$ cat config.mk
export PLATFORM = sky130hd
export DESIGN_NAME = addsub_arbiter
export DESIGN_NICKNAME = d
export VERILOG_FILES = /design/src/rtl/addsub_pkg.sv /design/src/rtl/addsub_core.sv /design/src/rtl/addsub_arbiter.sv
export SDC_FILE = /design/constraint.sdc
export NUM_CORES = 1
export LEC_CHECK = 0
export ABC_AREA = 1
export CAP_MARGIN = 10
export CORE_UTILIZATION = 49
export CTS_CLUSTER_DIAMETER = 30
export DETAILED_ROUTE_END_ITERATION = 8
export PLACE_DENSITY = 0.82
export SLEW_MARGIN = 20
export SYNTH_ARGS = -nofsm -noshare
export SYNTH_HDL_FRONTEND = slang
export SYNTH_SLANG_ARGS = --single-unit
export TNS_END_PERCENT = 20
$ cat constraint.sdc
create_clock -name clk -period 3.2 [get_ports clk]
set_input_delay 0.64 -clock clk [delete_from_list [all_inputs] [get_ports clk]]
set_output_delay 0.64 -clock clk [all_outputs]
set_load 0.01 [all_outputs]
$ cat src/rtl/addsub_pkg.sv
// Shared constants and types for the two-requester add/sub arbiter.
package addsub_pkg;

    localparam int DEFAULT_WIDTH = 4;

    typedef enum logic [1:0] {
        IDLE,
        EXEC,
        RESP
    } state_e;

    localparam logic MODE_ADD = 1'b0;
    localparam logic MODE_SUB = 1'b1;

endpackage

$ cat src/rtl/addsub_core.sv
// Combinational ripple-carry adder/subtractor with signed overflow flag.
module addsub_core #(
    parameter int WIDTH = addsub_pkg::DEFAULT_WIDTH
) (
    input  logic [WIDTH-1:0] a,
    input  logic [WIDTH-1:0] b,
    input  logic             mode,
    output logic [WIDTH-1:0] s,
    output logic             ovf
);
    import addsub_pkg::*;

    logic [WIDTH-1:0] b_eff;
    logic [WIDTH:0]   carry;

    // Subtraction is a + ~b + 1: invert b and feed the +1 in as carry-in.
    always_comb begin
        b_eff    = b ^ {WIDTH{mode == MODE_SUB}};
        carry    = '0;
        carry[0] = (mode == MODE_SUB);
        s        = '0;
        for (int i = 0; i < WIDTH; i++) begin
            s[i]       = a[i] ^ b_eff[i] ^ carry[i];
            carry[i+1] = (a[i] & b_eff[i]) | (carry[i] & (a[i] ^ b_eff[i]));
        end
        ovf = carry[WIDTH] ^ carry[WIDTH-1];
    end

endmodule

$ cat src/rtl/addsub_arbiter.sv
// Round-robin arbiter sharing one addsub_core between two valid/ready
// requesters; results leave on a single tagged valid/ready response port.
module addsub_arbiter
    import addsub_pkg::*;
#(
    parameter int WIDTH = DEFAULT_WIDTH
) (
    input  logic             clk,
    input  logic             rst_n,
    input  logic             req0_valid,
    output logic             req0_ready,
    input  logic [WIDTH-1:0] req0_a,
    input  logic [WIDTH-1:0] req0_b,
    input  logic             req0_mode,
    input  logic             req1_valid,
    output logic             req1_ready,
    input  logic [WIDTH-1:0] req1_a,
    input  logic [WIDTH-1:0] req1_b,
    input  logic             req1_mode,
    output logic             rsp_valid,
    input  logic             rsp_ready,
    output logic             rsp_id,
    output logic [WIDTH-1:0] rsp_s,
    output logic             rsp_ovf,
    output logic             busy
);

    state_e           state_q, state_d;
    logic             last_grant_q, last_grant_d;
    logic [WIDTH-1:0] a_q, a_d;
    logic [WIDTH-1:0] b_q, b_d;
    logic             mode_q, mode_d;
    logic             id_q, id_d;
    logic [WIDTH-1:0] s_q, s_d;
    logic             ovf_q, ovf_d;

    logic             grant0;
    logic             grant1;
    logic [WIDTH-1:0] core_s;
    logic             core_ovf;

    addsub_core #(.WIDTH(WIDTH)) u_core (
        .a    (a_q),
        .b    (b_q),
        .mode (mode_q),
        .s    (core_s),
        .ovf  (core_ovf)
    );

    // Gating with rst_n keeps both ready lines low while reset is held.
    always_comb begin
        grant0 = 1'b0;
        grant1 = 1'b0;
        if (state_q == IDLE && rst_n) begin
            if (req0_valid && req1_valid) begin
                grant0 = last_grant_q;
                grant1 = !last_grant_q;
            end else begin
                grant0 = req0_valid;
                grant1 = req1_valid;
            end
        end
    end

    // NOTE: every output of this block gets a default first so no path
    // leaves a variable unassigned, which would otherwise infer a latch.
    always_comb begin
        state_d      = state_q;
        last_grant_d = last_grant_q;
        a_d          = a_q;
        b_d          = b_q;
        mode_d       = mode_q;
        id_d         = id_q;
        s_d          = s_q;
        ovf_d        = ovf_q;
        case (state_q)
            IDLE: begin
                if (grant0 || grant1) begin
                    a_d          = grant1 ? req1_a    : req0_a;
                    b_d          = grant1 ? req1_b    : req0_b;
                    mode_d       = grant1 ? req1_mode : req0_mode;
                    id_d         = grant1;
                    last_grant_d = grant1;
                    state_d      = EXEC;
                end
            end
            EXEC: begin
                s_d     = core_s;
                ovf_d   = core_ovf;
                state_d = RESP;
            end
            RESP: begin
                if (rsp_ready) begin
                    state_d = IDLE;
                end
            end
            default: state_d = IDLE;
        endcase
    end

    // NOTE: state registers use non-blocking assignments so every flop
    // samples its _d value from before the edge, independent of order.
    always_ff @(posedge clk or negedge rst_n) begin
        if (!rst_n) begin
            state_q      <= IDLE;
            last_grant_q <= 1'b1;
            a_q          <= '0;
            b_q          <= '0;
            mode_q       <= MODE_ADD;
            id_q         <= 1'b0;
            s_q          <= '0;
            ovf_q        <= 1'b0;
        end else begin
            state_q      <= state_d;
            last_grant_q <= last_grant_d;
            a_q          <= a_d;
            b_q          <= b_d;
            mode_q       <= mode_d;
            id_q         <= id_d;
            s_q          <= s_d;
            ovf_q        <= ovf_d;
        end
    end

    assign req0_ready = grant0;
    assign req1_ready = grant1;
    assign rsp_valid  = (state_q == RESP);
    assign rsp_id     = id_q;
    assign rsp_s      = s_q;
    assign rsp_ovf    = ovf_q;
    assign busy       = (state_q != IDLE);

endmodule
[Word level (Yosys, flattened, before mapping)]
Index checks and enable logic that the tools add are counted.
Storage, ports and cells
  flip-flop bits (word level): 18
  input port bits: 23
  output and inout bits: 10
  word-level logic and storage cells: 52
Cells by class
  equality and inequality tests: 4
  muxes and demuxes: 10
  bitwise gates (word level): 22
  reduce and logical (&&, ||, !) cells: 8
Operators with widths (number)
  XOR 1 bit: 9
  AND 1 bit: 8
  two-way mux 4 bit: 2
  case mux 2 bit (3 select lines): 1
  two-way mux 1 bit: 5
  two-way mux 2 bit: 2
  != test 2 x 1 -> 1 bit (second input constant): 2
  bitwise OR 1 bit: 4
  AND reduction 2 bit: 2
  XOR 4 bit: 1
  equality test 2 x 1 -> 1 bit (second input constant): 1
  equality test 2 bit (second input constant): 1
  logical AND 1 bit: 2
  logical NOT 2 bit: 1
  nonzero test 2 bit: 1
  logical NOT 1 bit: 1
  logical OR 1 bit: 1

[Depth between registers and ports, before layout]
  depth after elaboration: 11
  depth in mapped cells: 9
  depth with buffers taken out: 8

[Cells and area by module]
Synthesis repeated with hierarchy kept, for this count alone.
Second synthesis, totals
  cells, all modules: 144
  area, all modules: 1094.8 um2
By module, submodules not included
  addsub_arbiter: instances 1, cells an instance 110, area an instance 918.4 um2
  addsub_core: instances 1, cells an instance 34, area an instance 176.4 um2

[Least setup slack after synthesis]
OpenSTA, ideal clock, no wires.
  path type: flip-flop to flip-flop
  start point: register mode_q
  end point: register ovf_q, in the netlist rsp_ovf
  setup time: 130 ps
  arrival: 2060 ps
  slack: 1010 ps
  cell stages (with the launch flop): 8
  path buffers: 1
  period minus slack after synthesis: 2190 ps
  cells stage by stage: dfrtp_1 -> clkbuf_1 -> xnor2_1 -> fa_1 -> fa_1 -> fa_1 -> xnor2_1 -> o21ai_0
On the way
  cells in the longest elaborated chain, start to end: 11
  elaborated cells on any way between the ends: 18
Ends and longest elaborated chain
  start, declared: RTL line addsub_arbiter.sv:32  | logic mode_q, mode_d;
  start signal, assigned: RTL line addsub_arbiter.sv:118  | mode_q <= mode_d;
  XOR 4 bit: RTL line addsub_core.sv:18  | b_eff = b ^ {WIDTH{mode == MODE_SUB}};
  XOR 1 bit: RTL line addsub_core.sv:24  | carry[i+1] = (a[i] & b_eff[i]) | (carry[i] & (a[i] ^ b_eff[i]));
  AND 1 bit: RTL line addsub_core.sv:24
  bitwise OR 1 bit: RTL line addsub_core.sv:24
  AND 1 bit: RTL line addsub_core.sv:24
  bitwise OR 1 bit: RTL line addsub_core.sv:24
  AND 1 bit: RTL line addsub_core.sv:24
  bitwise OR 1 bit: RTL line addsub_core.sv:24
  AND 1 bit: RTL line addsub_core.sv:24
  bitwise OR 1 bit: RTL line addsub_core.sv:24
  XOR 1 bit (*): RTL line addsub_core.sv:26  | ovf = carry[WIDTH] ^ carry[WIDTH-1];
  end signal, assigned: RTL line addsub_arbiter.sv:121  | ovf_q <= ovf_d;
  end, declared: RTL line addsub_arbiter.sv:35  | logic ovf_q, ovf_d;
Every way passes the cells marked *; elsewhere a longest branch is shown, timed or not.
A chain may end at the register's enable or synchronous reset.

[Worst setup path in the final report]
  start point: input port rst_n
  end point: output port req1_ready
On the way
  cells in the longest elaborated chain, start to end: 2
Ends and longest elaborated chain
  start, declared: RTL line addsub_arbiter.sv:9  | input logic rst_n,
  logical AND 1 bit: RTL line addsub_arbiter.sv:54  | if (state_q == IDLE && rst_n) begin
  two-way mux 1 bit: RTL line addsub_arbiter.sv:54
  end, declared: RTL line addsub_arbiter.sv:16  | output logic req1_ready,
Every way passes these cells.

==> qor.csv <==
stage,metric,value,unit
setup_path,critical path's slowest cell,clkdlybuf4s50_1,
clock_tree,clk sinks,18,
routing,routed len/inst,10.13,um
synth,YS warnings,0,
timing,RSZ-0062 raised after global routing,no,
pwr,PD cells,843.5,mW/mm^2
placement,dpl cell area,0.001378,sq mm
global_route,first-pass GRT wire length,3167,um
timing,final hold viol count,0,
clock_tree,CTS tree,done,
cells_and_area,final net count,187,
floorplan,Die Area,0.002300,sq mm
cells_and_area,proportion of layout cells with a drive suffix above 1,0.1250,
clock_tree,Setup Buffers After CTS,0,
pwr,Pleak,0.7042,nW
cells_and_area,"most common cell after layout, fill and taps aside",nand2_1,
timing,worst hold slack,493.1,ps
setup_path,Worst Path Buf+Inv,4,
floorplan,die height,47.96,um
synth,#FFs+latches synth,18,
global_route,gr ovfl total,0,
global_route,largest net degree at the start of global routing,22,
clock_tree,post_cts resized,0,
setup_path,endpoint class of the critical path,output pin,
hold_path,WHS Path Cells,2,
routing,DRT Pass-1 Iters,4,
setup_path,Max stage delay on crit path,540,ps
setup_path,type of the worst setup path,input port to output pin,
clock_tree,clock buffer depth,2,
routing,Antenna Nets Post-Route,0,
floorplan,initial core utilization,0.5221,
clock_tree,clk slew on worst S/H paths,100,ps
synth,Gate Count Post-Synth,125,
setup_path,WP data required,2560,ps
routing,DRT Wirelength,1894,um
floorplan,# rows,16,
timing,Max Clock Freq,359.4,MHz
clock_tree,htree depth,1,
cells_and_area,Ant. Diodes,0,
setup_path,Worst Reg2Reg Path Length in Cells,8,
pwr,"IR drop worst, VDD",0.4165,mV
synth,Yosys cell types,18,
placement,dpl ws,418.1,ps
timing,Max transition margin,0.8412,
routing,1st-iter DRT viols,14,
synth,"Cell Area, Synth",0.001035,sq mm
cells_and_area,fin util,0.7134,
hold_path,hold crit path type,flip-flop to flip-flop,
pwr,Pwr Total,1.193,mW
clock_tree,cts hold-fix bufs,0,
clock_tree,cts bufs inserted,3,
synth,Syn Nets,151,
cells_and_area,Area growth syn-to-layout,36.64,%
timing,final period utilization,0.8695,
run,maxcap violations,0,
timing,Final WS setup,417.7,ps
synth,syn avg cell area,8.278,sq um
timing,setup violators final,0,
setup_path,crit start category,input port,
setup_path,"delay-heaviest family, CP",buffers and inverters,
floorplan,Core Area,0.001982,sq mm
floorplan,I/O pins,33,
placement,routability congestion estimate,0.7332,
timing,clk_skew,2.417,ps
clock_tree,clk root buf,clkbuf_4,
global_route,initial antenna violation count,0,
routing,residual DRC count,0,
placement,IO Port Bufs,32,
routing,Vias,872,
status,status,"finished, final reports clean",
routing,vias per cell,4.663,
setup_path,Critical Path AT,2140,ps
timing,Slew Limit Fails,0,
placement,DP HPWL,1514,um
setup_path,sequence of cells on the critical path,clkdlybuf4s50_1 -> inv_1 -> nor2_8 -> nand2_4 -> inv_1 -> clkdlybuf4s50_1,
timing,post-route setup TNS,0,ps
setup_path,Worst path depth,6,
setup_path,CP Max Fanout,10,
cells_and_area,Final Cell Area,0.001414,sq mm
timing,crit path time final,2782,ps
floorplan,Die X,47.96,um
clock_tree,clk_lat worst skew,290,ps
placement,number of cells after detailed placement,183,
global_route,vias in the first global route,772,
timing,Worst-Margin Slew,238.1,ps
global_route,GRT Overall Usage,0.2036,
synth,share of the yosys chip area belonging to registers,0.4365,
cells_and_area,"commonest non-fill, non-tap cells in the layout","42 x nand2_1, 32 x clkdlybuf4s50_1, 19 x nand3_1, 17 x dfrtp_1, 11 x inv_1",
cells_and_area,non-filler cells in the finished layout,187,
## state kept, by name, indices dropped and copies added (netlist names)
register	cells
state_q	2
mode_q	1
a_q	4
rsp_s	4
last_grant_q	1
rsp_ovf	1
b_q	4
rsp_id	1
## metal layers
layer	vias to the layer above	GRT usage	routed length [um]	share of wire
met5	-	0	0	0
met4	0	0.08333	31	0.016
met3	4	0.04528	84	0.044
met2	29	0.3486	945	0.50
met1	379	0.2454	833	0.44
li1	460	-	-	-
## path summary, 6_finish.rpt
path,from,to,slack (ps)
worst max-delay path,rst_n,req1_ready,420
worst min-delay path,rsp_id,rsp_id,490
worst max register to register,b_q[0],rsp_ovf,950
worst min register to register,rsp_id,rsp_id,490
max in group asynchronous,rst_n,last_grant_q,2160
min in group asynchronous,rst_n,a_q[1],790
## cell families (layout without fill, tap and decap cells)
| logic type | Yosys count | in the layout | share of synthesized area |
|---|---|---|---|
| flip-flops | 18 | 18 | 0.4365 |
| AND/OR/NAND/NOR | 75 | 75 | 0.3519 |
| adder cells (fa/ha/maj) | 3 | 3 | 0.05804 |
| buffers and inverters | 17 | 52 | 0.07981 |
| AO/OA/AOI/OAI | 8 | 8 | 0.03990 |
| XOR/XNOR | 4 | 4 | 0.03385 |
## layout make-up
| cell class | count | area [sq um] |
|---|---|---|
| clock buffer | 4 | 36.28 |
| fill | 145 | 568.0 |
| inverter | 13 | 48.80 |
| multi-input combinational | 90 | 500.5 |
| sequential | 18 | 451.7 |
| tap | 27 | 33.78 |
| timing repair buffer | 35 | 342.8 |
## Yosys cell counts, drive strengths merged
master  number  area share
nand2       50        0.22
nand3       19       0.092
dfrtp       17        0.41
inv         13       0.047
o21ai        7       0.034
nor2         5       0.034
xnor2        4       0.034
fa           3       0.058
buf          2       0.022
clkbuf       2       0.011
a31oi        1      0.0060
dfstp        1       0.025
or2          1      0.0060
## power by group
group | internal, mW | leakage (nW) | switching (mW) | total, mW
clock network | 0.0693 | 0.0210 | 0.0666 | 0.136
registers | 0.341 | 0.221 | 0.0690 | 0.410
logic | 0.316 | 0.462 | 0.331 | 0.647
## tightest hold or removal path: stages (launching register included)
cell	delay, ps
dfrtp_1	360
nand2_1	50
nand2_1	50
No activity file was read; power rests on OpenSTA's default activity.
